File: config.mk
export PLATFORM = sky130hd
export DESIGN_NAME = lsu_ecc_scrub_flat
export DESIGN_NICKNAME = d
export VERILOG_FILES = /design/src/rtl/lsu_ecc_scrub_pkg.sv /design/src/rtl/lsu_ecc_scrub_if.sv /design/src/rtl/lsu_ecc_scrub_encode.sv /design/src/rtl/lsu_ecc_scrub.sv /design/src/flat_wrapper.sv
export SDC_FILE = /design/constraint.sdc
export NUM_CORES = 1
export LEC_CHECK = 0
export BUFFER_PORTS_ARGS = -buffer_cell sky130_fd_sc_hd__buf_2
export CAP_MARGIN = 0
export CORE_MARGIN = 1
export CORE_UTILIZATION = 40
export DETAILED_ROUTE_END_ITERATION = 7
export PLACE_DENSITY = 0.67
export SLEW_MARGIN = 25
export SYNTH_ARGS = -nofsm -noshare
export SYNTH_HDL_FRONTEND = slang
export SYNTH_SLANG_ARGS = --single-unit
File: constraint.sdc
create_clock -name clk -period 2.35 [get_ports clk]
set_clock_uncertainty 0.05 [all_clocks]
set_input_delay 0.235 -clock clk [delete_from_list [all_inputs] [get_ports clk]]
set_output_delay 0.235 -clock clk [all_outputs]
set_load 0.01 [all_outputs]
File: src/rtl/lsu_ecc_scrub_pkg.sv
// rtl/lsu_ecc_scrub_pkg.sv - shared LSU scrub types and widths
package lsu_ecc_scrub_pkg;

    localparam int DCCM_BITS  = 16;
    localparam int DATA_WIDTH = 32;
    localparam int ECC_WIDTH  = 7;

    typedef enum logic [1:0] {
        IDLE,
        PEND,
        WR_LO,
        WR_HI
    } lsu_scrub_state_t;

    typedef struct packed {
        logic                  valid;
        logic [DCCM_BITS-1:0]  addr;
        logic [DATA_WIDTH-1:0] data;
    } scrub_entry_t;

endpackage

File: src/rtl/lsu_ecc_scrub_if.sv
// rtl/lsu_ecc_scrub_if.sv - DC3/DC4 pipeline inputs and DCCM scrub write port
interface lsu_ecc_scrub_if;
    import lsu_ecc_scrub_pkg::*;

    logic                  single_ecc_error_hi_dc3;
    logic                  single_ecc_error_lo_dc3;
    logic                  lsu_double_ecc_error_dc3;
    logic [DCCM_BITS-1:0]  lsu_addr_dc3;
    logic [DCCM_BITS-1:0]  end_addr_dc3;
    logic [DATA_WIDTH-1:0] store_ecc_datafn_hi_dc3;
    logic [DATA_WIDTH-1:0] store_ecc_datafn_lo_dc3;
    logic                  lsu_commit_dc4;
    logic                  lsu_flush_dc4;
    logic                  ecc_wr_gnt;
    logic                  ecc_wr_req;
    logic [DCCM_BITS-1:0]  ecc_wr_addr;
    logic [DATA_WIDTH-1:0] ecc_wr_data;
    logic [ECC_WIDTH-1:0]  ecc_wr_ecc;
    logic                  ecc_wr_force;
    logic                  ecc_scrub_busy;
    logic                  ecc_scrub_drop;

    modport master (
        input  single_ecc_error_hi_dc3, single_ecc_error_lo_dc3, lsu_double_ecc_error_dc3,
        input  lsu_addr_dc3, end_addr_dc3, store_ecc_datafn_hi_dc3, store_ecc_datafn_lo_dc3,
        input  lsu_commit_dc4, lsu_flush_dc4, ecc_wr_gnt,
        output ecc_wr_req, ecc_wr_addr, ecc_wr_data, ecc_wr_ecc,
        output ecc_wr_force, ecc_scrub_busy, ecc_scrub_drop
    );

    modport slave (
        output single_ecc_error_hi_dc3, single_ecc_error_lo_dc3, lsu_double_ecc_error_dc3,
        output lsu_addr_dc3, end_addr_dc3, store_ecc_datafn_hi_dc3, store_ecc_datafn_lo_dc3,
        output lsu_commit_dc4, lsu_flush_dc4, ecc_wr_gnt,
        input  ecc_wr_req, ecc_wr_addr, ecc_wr_data, ecc_wr_ecc,
        input  ecc_wr_force, ecc_scrub_busy, ecc_scrub_drop
    );

endinterface

File: src/rtl/lsu_ecc_scrub_encode.sv
// rtl/lsu_ecc_scrub_encode.sv - rvecc_encode: Hamming SECDED(39,32) check bit generator
module rvecc_encode (
    input  logic [31:0] din,
    output logic [6:0]  ecc_out
);

    // Data occupies codeword positions 3..38 that are not powers of two;
    // check bit b covers every position whose index has bit b set.
    always_comb begin
        int k;
        ecc_out = '0;
        k = 0;
        for (int p = 3; p < 39; p++) begin
            if ((p & (p - 1)) != 0) begin
                for (int b = 0; b < 6; b++) begin
                    if (p[b]) begin
                        ecc_out[b] = ecc_out[b] ^ din[k];
                    end
                end
                k = k + 1;
            end
        end
        ecc_out[6] = (^din) ^ (^ecc_out[5:0]);
    end

endmodule

File: src/rtl/lsu_ecc_scrub.sv
// rtl/lsu_ecc_scrub.sv - captures SEC-corrected DCCM words in DC3 and writes them back once the op commits
module lsu_ecc_scrub
    import lsu_ecc_scrub_pkg::*;
#(
    parameter int STARVE_LIMIT = 8
) (
    input  logic           clk,
    input  logic           rst,
    lsu_ecc_scrub_if.master bus
);

    localparam int CNT_W = $clog2(STARVE_LIMIT + 1);
    localparam logic [DCCM_BITS-1:0] WORD_MASK = ~DCCM_BITS'(3);

    lsu_scrub_state_t      state;
    scrub_entry_t          lo_e;
    scrub_entry_t          hi_e;
    logic [CNT_W-1:0]      starve_cnt;

    logic                  sec;
    logic                  cap_win;
    logic                  capture;
    logic                  req;
    scrub_entry_t          cur_e;
    logic [DATA_WIDTH-1:0] wr_data;
    logic [ECC_WIDTH-1:0]  wr_ecc;

    assign sec = bus.single_ecc_error_hi_dc3 | bus.single_ecc_error_lo_dc3;

    // A new entry may be taken while idle or in the very cycle the last write retires.
    assign cap_win = (state == IDLE) |
                     (bus.ecc_wr_gnt & ((state == WR_HI) | ((state == WR_LO) & ~hi_e.valid)));
    assign capture = cap_win & sec & ~bus.lsu_double_ecc_error_dc3;

    assign req   = (state == WR_LO) | (state == WR_HI);
    assign cur_e = (state == WR_HI) ? hi_e : lo_e;

    assign wr_data            = req ? cur_e.data : '0;
    assign bus.ecc_wr_req     = req;
    assign bus.ecc_wr_addr    = req ? cur_e.addr : '0;
    assign bus.ecc_wr_data    = wr_data;
    assign bus.ecc_wr_ecc     = wr_ecc;
    assign bus.ecc_wr_force   = req & (starve_cnt == CNT_W'(STARVE_LIMIT));
    assign bus.ecc_scrub_busy = (state != IDLE);
    assign bus.ecc_scrub_drop = ~rst & sec & ~bus.lsu_double_ecc_error_dc3 & ~cap_win;

    rvecc_encode u_ecc (
        .din     (wr_data),
        .ecc_out (wr_ecc)
    );

    always_ff @(posedge clk) begin
        if (rst) begin
            state      <= IDLE;
            lo_e       <= '0;
            hi_e       <= '0;
            starve_cnt <= '0;
        end else begin
            if (req && !bus.ecc_wr_gnt) begin
                if (starve_cnt != CNT_W'(STARVE_LIMIT)) begin
                    starve_cnt <= starve_cnt + CNT_W'(1);
                end
            end else begin
                starve_cnt <= '0;
            end

            case (state)
                IDLE: ;
                PEND: begin
                    if (bus.lsu_flush_dc4) begin
                        state      <= IDLE;
                        lo_e.valid <= 1'b0;
                        hi_e.valid <= 1'b0;
                    end else if (bus.lsu_commit_dc4) begin
                        state <= lo_e.valid ? WR_LO : WR_HI;
                    end
                end
                WR_LO: begin
                    if (bus.ecc_wr_gnt) begin
                        lo_e.valid <= 1'b0;
                        state      <= hi_e.valid ? WR_HI : IDLE;
                    end
                end
                WR_HI: begin
                    if (bus.ecc_wr_gnt) begin
                        state      <= IDLE;
                        lo_e.valid <= 1'b0;
                        hi_e.valid <= 1'b0;
                    end
                end
                default: state <= IDLE;
            endcase

            // Capture overrides the retire transition above.
            if (capture) begin
                lo_e  <= '{valid: bus.single_ecc_error_lo_dc3,
                           addr:  bus.lsu_addr_dc3 & WORD_MASK,
                           data:  bus.store_ecc_datafn_lo_dc3};
                hi_e  <= '{valid: bus.single_ecc_error_hi_dc3,
                           addr:  bus.end_addr_dc3 & WORD_MASK,
                           data:  bus.store_ecc_datafn_hi_dc3};
                state <= PEND;
            end
        end
    end

endmodule

File: src/flat_wrapper.sv
// flat-port wrapper written by rule: the top's interface ports become plain ports
module lsu_ecc_scrub_flat import lsu_ecc_scrub_pkg::*;
#(
    parameter int STARVE_LIMIT = 8
)
  (clk, rst, bus_single_ecc_error_hi_dc3, bus_single_ecc_error_lo_dc3, bus_lsu_double_ecc_error_dc3, bus_lsu_addr_dc3, bus_end_addr_dc3, bus_store_ecc_datafn_hi_dc3, bus_store_ecc_datafn_lo_dc3, bus_lsu_commit_dc4, bus_lsu_flush_dc4, bus_ecc_wr_gnt, bus_ecc_wr_req, bus_ecc_wr_addr, bus_ecc_wr_data, bus_ecc_wr_ecc, bus_ecc_wr_force, bus_ecc_scrub_busy, bus_ecc_scrub_drop);
  lsu_ecc_scrub_if bus_i ();
  input  logic clk;
  input  logic rst;
  input wire logic [$bits(bus_i.single_ecc_error_hi_dc3)-1:0] bus_single_ecc_error_hi_dc3;
  input wire logic [$bits(bus_i.single_ecc_error_lo_dc3)-1:0] bus_single_ecc_error_lo_dc3;
  input wire logic [$bits(bus_i.lsu_double_ecc_error_dc3)-1:0] bus_lsu_double_ecc_error_dc3;
  input wire logic [$bits(bus_i.lsu_addr_dc3)-1:0] bus_lsu_addr_dc3;
  input wire logic [$bits(bus_i.end_addr_dc3)-1:0] bus_end_addr_dc3;
  input wire logic [$bits(bus_i.store_ecc_datafn_hi_dc3)-1:0] bus_store_ecc_datafn_hi_dc3;
  input wire logic [$bits(bus_i.store_ecc_datafn_lo_dc3)-1:0] bus_store_ecc_datafn_lo_dc3;
  input wire logic [$bits(bus_i.lsu_commit_dc4)-1:0] bus_lsu_commit_dc4;
  input wire logic [$bits(bus_i.lsu_flush_dc4)-1:0] bus_lsu_flush_dc4;
  input wire logic [$bits(bus_i.ecc_wr_gnt)-1:0] bus_ecc_wr_gnt;
  output wire logic [$bits(bus_i.ecc_wr_req)-1:0] bus_ecc_wr_req;
  output wire logic [$bits(bus_i.ecc_wr_addr)-1:0] bus_ecc_wr_addr;
  output wire logic [$bits(bus_i.ecc_wr_data)-1:0] bus_ecc_wr_data;
  output wire logic [$bits(bus_i.ecc_wr_ecc)-1:0] bus_ecc_wr_ecc;
  output wire logic [$bits(bus_i.ecc_wr_force)-1:0] bus_ecc_wr_force;
  output wire logic [$bits(bus_i.ecc_scrub_busy)-1:0] bus_ecc_scrub_busy;
  output wire logic [$bits(bus_i.ecc_scrub_drop)-1:0] bus_ecc_scrub_drop;
  assign bus_i.single_ecc_error_hi_dc3 = bus_single_ecc_error_hi_dc3;
  assign bus_i.single_ecc_error_lo_dc3 = bus_single_ecc_error_lo_dc3;
  assign bus_i.lsu_double_ecc_error_dc3 = bus_lsu_double_ecc_error_dc3;
  assign bus_i.lsu_addr_dc3 = bus_lsu_addr_dc3;
  assign bus_i.end_addr_dc3 = bus_end_addr_dc3;
  assign bus_i.store_ecc_datafn_hi_dc3 = bus_store_ecc_datafn_hi_dc3;
  assign bus_i.store_ecc_datafn_lo_dc3 = bus_store_ecc_datafn_lo_dc3;
  assign bus_i.lsu_commit_dc4 = bus_lsu_commit_dc4;
  assign bus_i.lsu_flush_dc4 = bus_lsu_flush_dc4;
  assign bus_i.ecc_wr_gnt = bus_ecc_wr_gnt;
  assign bus_ecc_wr_req = bus_i.ecc_wr_req;
  assign bus_ecc_wr_addr = bus_i.ecc_wr_addr;
  assign bus_ecc_wr_data = bus_i.ecc_wr_data;
  assign bus_ecc_wr_ecc = bus_i.ecc_wr_ecc;
  assign bus_ecc_wr_force = bus_i.ecc_wr_force;
  assign bus_ecc_scrub_busy = bus_i.ecc_scrub_busy;
  assign bus_ecc_scrub_drop = bus_i.ecc_scrub_drop;
  lsu_ecc_scrub #(.STARVE_LIMIT(STARVE_LIMIT)) u_core (.clk(clk), .rst(rst), .bus(bus_i));
endmodule
==> flow_summary.yaml <==
clock_network:
  ctsHoldBuffers: 0
  cts.sinks: 100
  numCtsBuffers: 9
  root_buffer: "clkbuf_16"
  clockBufferDepth: 2
  cts_tree: "yes"
  path_clk_slew_ns: 0.08
  clk_latency_ns: 0.35
  htreeDepth: 3
min_path:
  min_to: "u_core.lo_e[39]"
  min-delay-start: "bus_lsu_addr_dc3[7]"
  hp-class: "in2reg"
  whs_path_depth: 3
finish:
  num-fill-cells: 1217
  nNetsFinal: 987
  antenna_cells: 0
  mostFrequentLayoutCell: "nand2_1"
  seq_area_mm2: 0.002006
  design_area_mm2: 0.007370
  multi_input_area_mm2: 0.003276
  utilization_pct: 57.69
  syn2layout_area_growth_pct: 38.43
  final_cell_mix: "nand2_1, buf_2, dfxtp_1"
  stdcell_count: 1058
  layout-drive-gt1-share_pct: 33.41
synth:
  synth.distinct_cells: 37
  syn_area_mm2: 0.005324
  synthSimpleGateAreaFrac_pct: 19.60
  ys_ff_latch: 100
  synth.mux.area_fraction_pct: 10.25
  syn_avg_cell_area_um2: 7.864
  synth_top_family_by_area: "simple AND/OR/NAND/NOR gates"
  postSynthCellCount: 677
  synth_edf_count: 0
  synth_top_flop_cell: "dfxtp_1"
  yosysWarnings: 0
  synthArstFlopShare_pct: 0
  synthXorXnorAreaFrac_pct: 16.24
  synth_fa_ha_area_share_pct: 0.4700
  synth_compound_area_share_pct: 11.35
  seq_area_frac_synth_pct: 37.60
critical_path:
  r2r_slack_ns: 0.23
  arrival_ns: 2.76
  crit_path_max_incr_delay_ns: 0.49
  setup.worst_path.end_class: "primary output"
  crit_chain: "buf_12 > buf_4 > mux2i_1 > nor2_1 > xnor2_1 > xnor2_1 > xnor3_2 > xor2_2 > xnor2_2 > buf_2"
  crit_top_cell: "xnor2_1"
  timing.rr.end: "u_core.lo_e[38]"
  start_kind: "register"
  worst_path_max_delay_cell: "xnor3_2"
  worst-setup-path-type: "reg2out"
  r2r-start: "u_core.state[0]"
  crit_family: "XOR/XNOR gates"
  cp.required_ns: 2.07
  critPathBufInv: 3
  path_max_fanout: 6
  ff2ff_path_depth: 9
route:
  detail_route.vias_per_cell: 4.782
  drt_first_pass_iters: 6
  drc: 0
  wire_per_inst_um: 14.07
  route.vias.total: 5059
  drt_wl_total_um: 14890
  route.antenna.remaining_nets: 0
  drtIter0Drc: 233
floorplanning:
  start_util_pct: 41.68
  io_pins: 163
  dieArea_mm2: 0.01377
  die_w_um: 117.4
  core_area_mm2: 0.01277
  rows: 41
  die_y_um: 117.4
timing:
  drv_slew: 0
  hold_viol: 0
  setup_viol: 7
  fin_ws_ns: -0.6988
  period_share_pct: 129.7
  rsz0062_at_grt: "yes"
  fin_crit_ns: 3.049
  max_freq_mhz: 328.0
global_route:
  grt_pass1_vias: 4976
  grt_pass1_wl_um: 24040
  antenna_found_initial: 0
  overflow: 0
  grt_max_degree: 67
  grtUsageTotal_pct: 21.81
power_and_ir_drop:
  p_leak_nw: 3.242
  powerDensity_mw_per_mm2: 571.2
  power.share.combinational_pct: 20.5
  seq_power_share_pct: 44.7
  peakVddDrop_uv: 386.4
  p_sw_share_pct: 28.60
  power_mw: 4.209
  power.internal_mw: 3.005
  p_clk_share_pct: 34.8
  switchingPower_mw: 1.204
placement:
  placed_area_mm2: 0.006819
  portBuffers: 156
  placed_cells: 1034
  place_congestion: 0.8377
  dpl.hpwl_um: 10890
job:
  drv_cap: 0
run_status:
  violations: "setup timing"
  status: "finished with violations"
-- repair_timing --
item,CTS,global route
setup buffers,1,8
setup endpoints to repair,6,9
gates resized for setup,7,31
pin swaps,1,19
endpoints found under the hold margin,0,0
-- registers in the layout (all words and copies together) (netlist names) --
signal / count
u_core.state: 2
u_core.hi_e: 47
u_core.starve_cnt: 4
u_core.lo_e: 47
-- worst min-delay path, stage by stage --
cell and delay (ns):
buf_2 0.09, nand2_1 0.04, a21oi_1 0.05
-- through the flow --
step	setup TNS (ns)	setup WS (ns)	hold slack (ns)
after floorplan	-0.1878	-0.1878	0.3210
after CTS	-2.550	-0.6893	0.04792
final	-2.484	-0.6988	0.05922
after global routing	-3.209	-0.8059	0.04991
after global placement	-0.3130	-0.2587	0.3914
after detailed placement	-0.4842	-0.3459	0.3956
-- synth_stat cells (2+ instances only) --
library cell	n	area, um2
buf_1	8	30.03
a21oi_1	96	480.5
xnor2_1	47	411.6
buf_2	2	10.01
o211ai_1	8	60.06
nand2_1	205	769.5
xnor3_1	9	202.7
dfxtp_1	100	2002
nand3_1	2	10.01
clkbuf_1	35	131.4
a211oi_1	2	15.01
mux2_2	2	22.52
nor2_2	2	12.51
mux2_1	2	22.52
inv_1	6	22.52
buf_4	4	30.03
xor2_2	2	32.53
xor2_1	23	201.4
mux2i_1	50	500.5
o21ai_0	2	10.01
ha_1	2	25.02
nor2_1	53	198.9
-- how the worst max path moves through the flow --
| stage | from | endpoint | slack, ns | cells after the start |
|---|---|---|---|---|
| after floorplan | u_core.state[0] | bus_ecc_wr_ecc[6] | -0.19 | 11 |
| after global placement | u_core.state[0] | bus_ecc_wr_ecc[6] | -0.26 | 10 |
| after detailed placement | u_core.state[0] | bus_ecc_wr_ecc[6] | -0.35 | 10 |
| after CTS | u_core.state[0] | bus_ecc_wr_ecc[6] | -0.69 | 9 |
| after global routing | u_core.state[0] | bus_ecc_wr_ecc[6] | -0.81 | 10 |
| final | u_core.state[0] | bus_ecc_wr_ecc[6] | -0.70 | 10 |
-- per-layer routing --
layer	wire [um]	share of wire, %	global-route usage [%]	vias up
li1	-	-	-	2597
met1	6379	43	26.34	2300
met2	7343	49	38.50	143
met3	953	6.4	5.447	19
met4	210	1.4	5.276	0
met5	0	0	0	-
-- layout make-up --
| class | count | share of cell area, % |
|---|---|---|
| clock buffer | 10 | 3.243 |
| clock inverter | 6 | 0.7131 |
| inverter | 6 | 0.3056 |
| multi-input combinational | 522 | 44.45 |
| sequential | 100 | 27.22 |
| tap | 172 | 2.920 |
| timing repair buffer | 242 | 21.15 |
-- cells by family after synthesis --
logic type / count (synthesis)
flops: 100
other cells: 1
buf+inv: 56
fa+ha+maj: 2
mux: 54
simple gates: 269
compound gates: 113
xor+xnor: 82
-- power by group through the flow --
stage | Combinational, mW | Sequential, mW | Clock (mW)
after CTS | 0.820 | 1.88 | 1.50
after global routing | 0.946 | 1.89 | 1.57
final | 0.865 | 1.88 | 1.46
after global placement | 0.805 | 1.91 | 0
after detailed placement | 0.812 | 1.92 | 0
after floorplan | 0.517 | 1.90 | 0
Power figures use the tool's default switching activity.
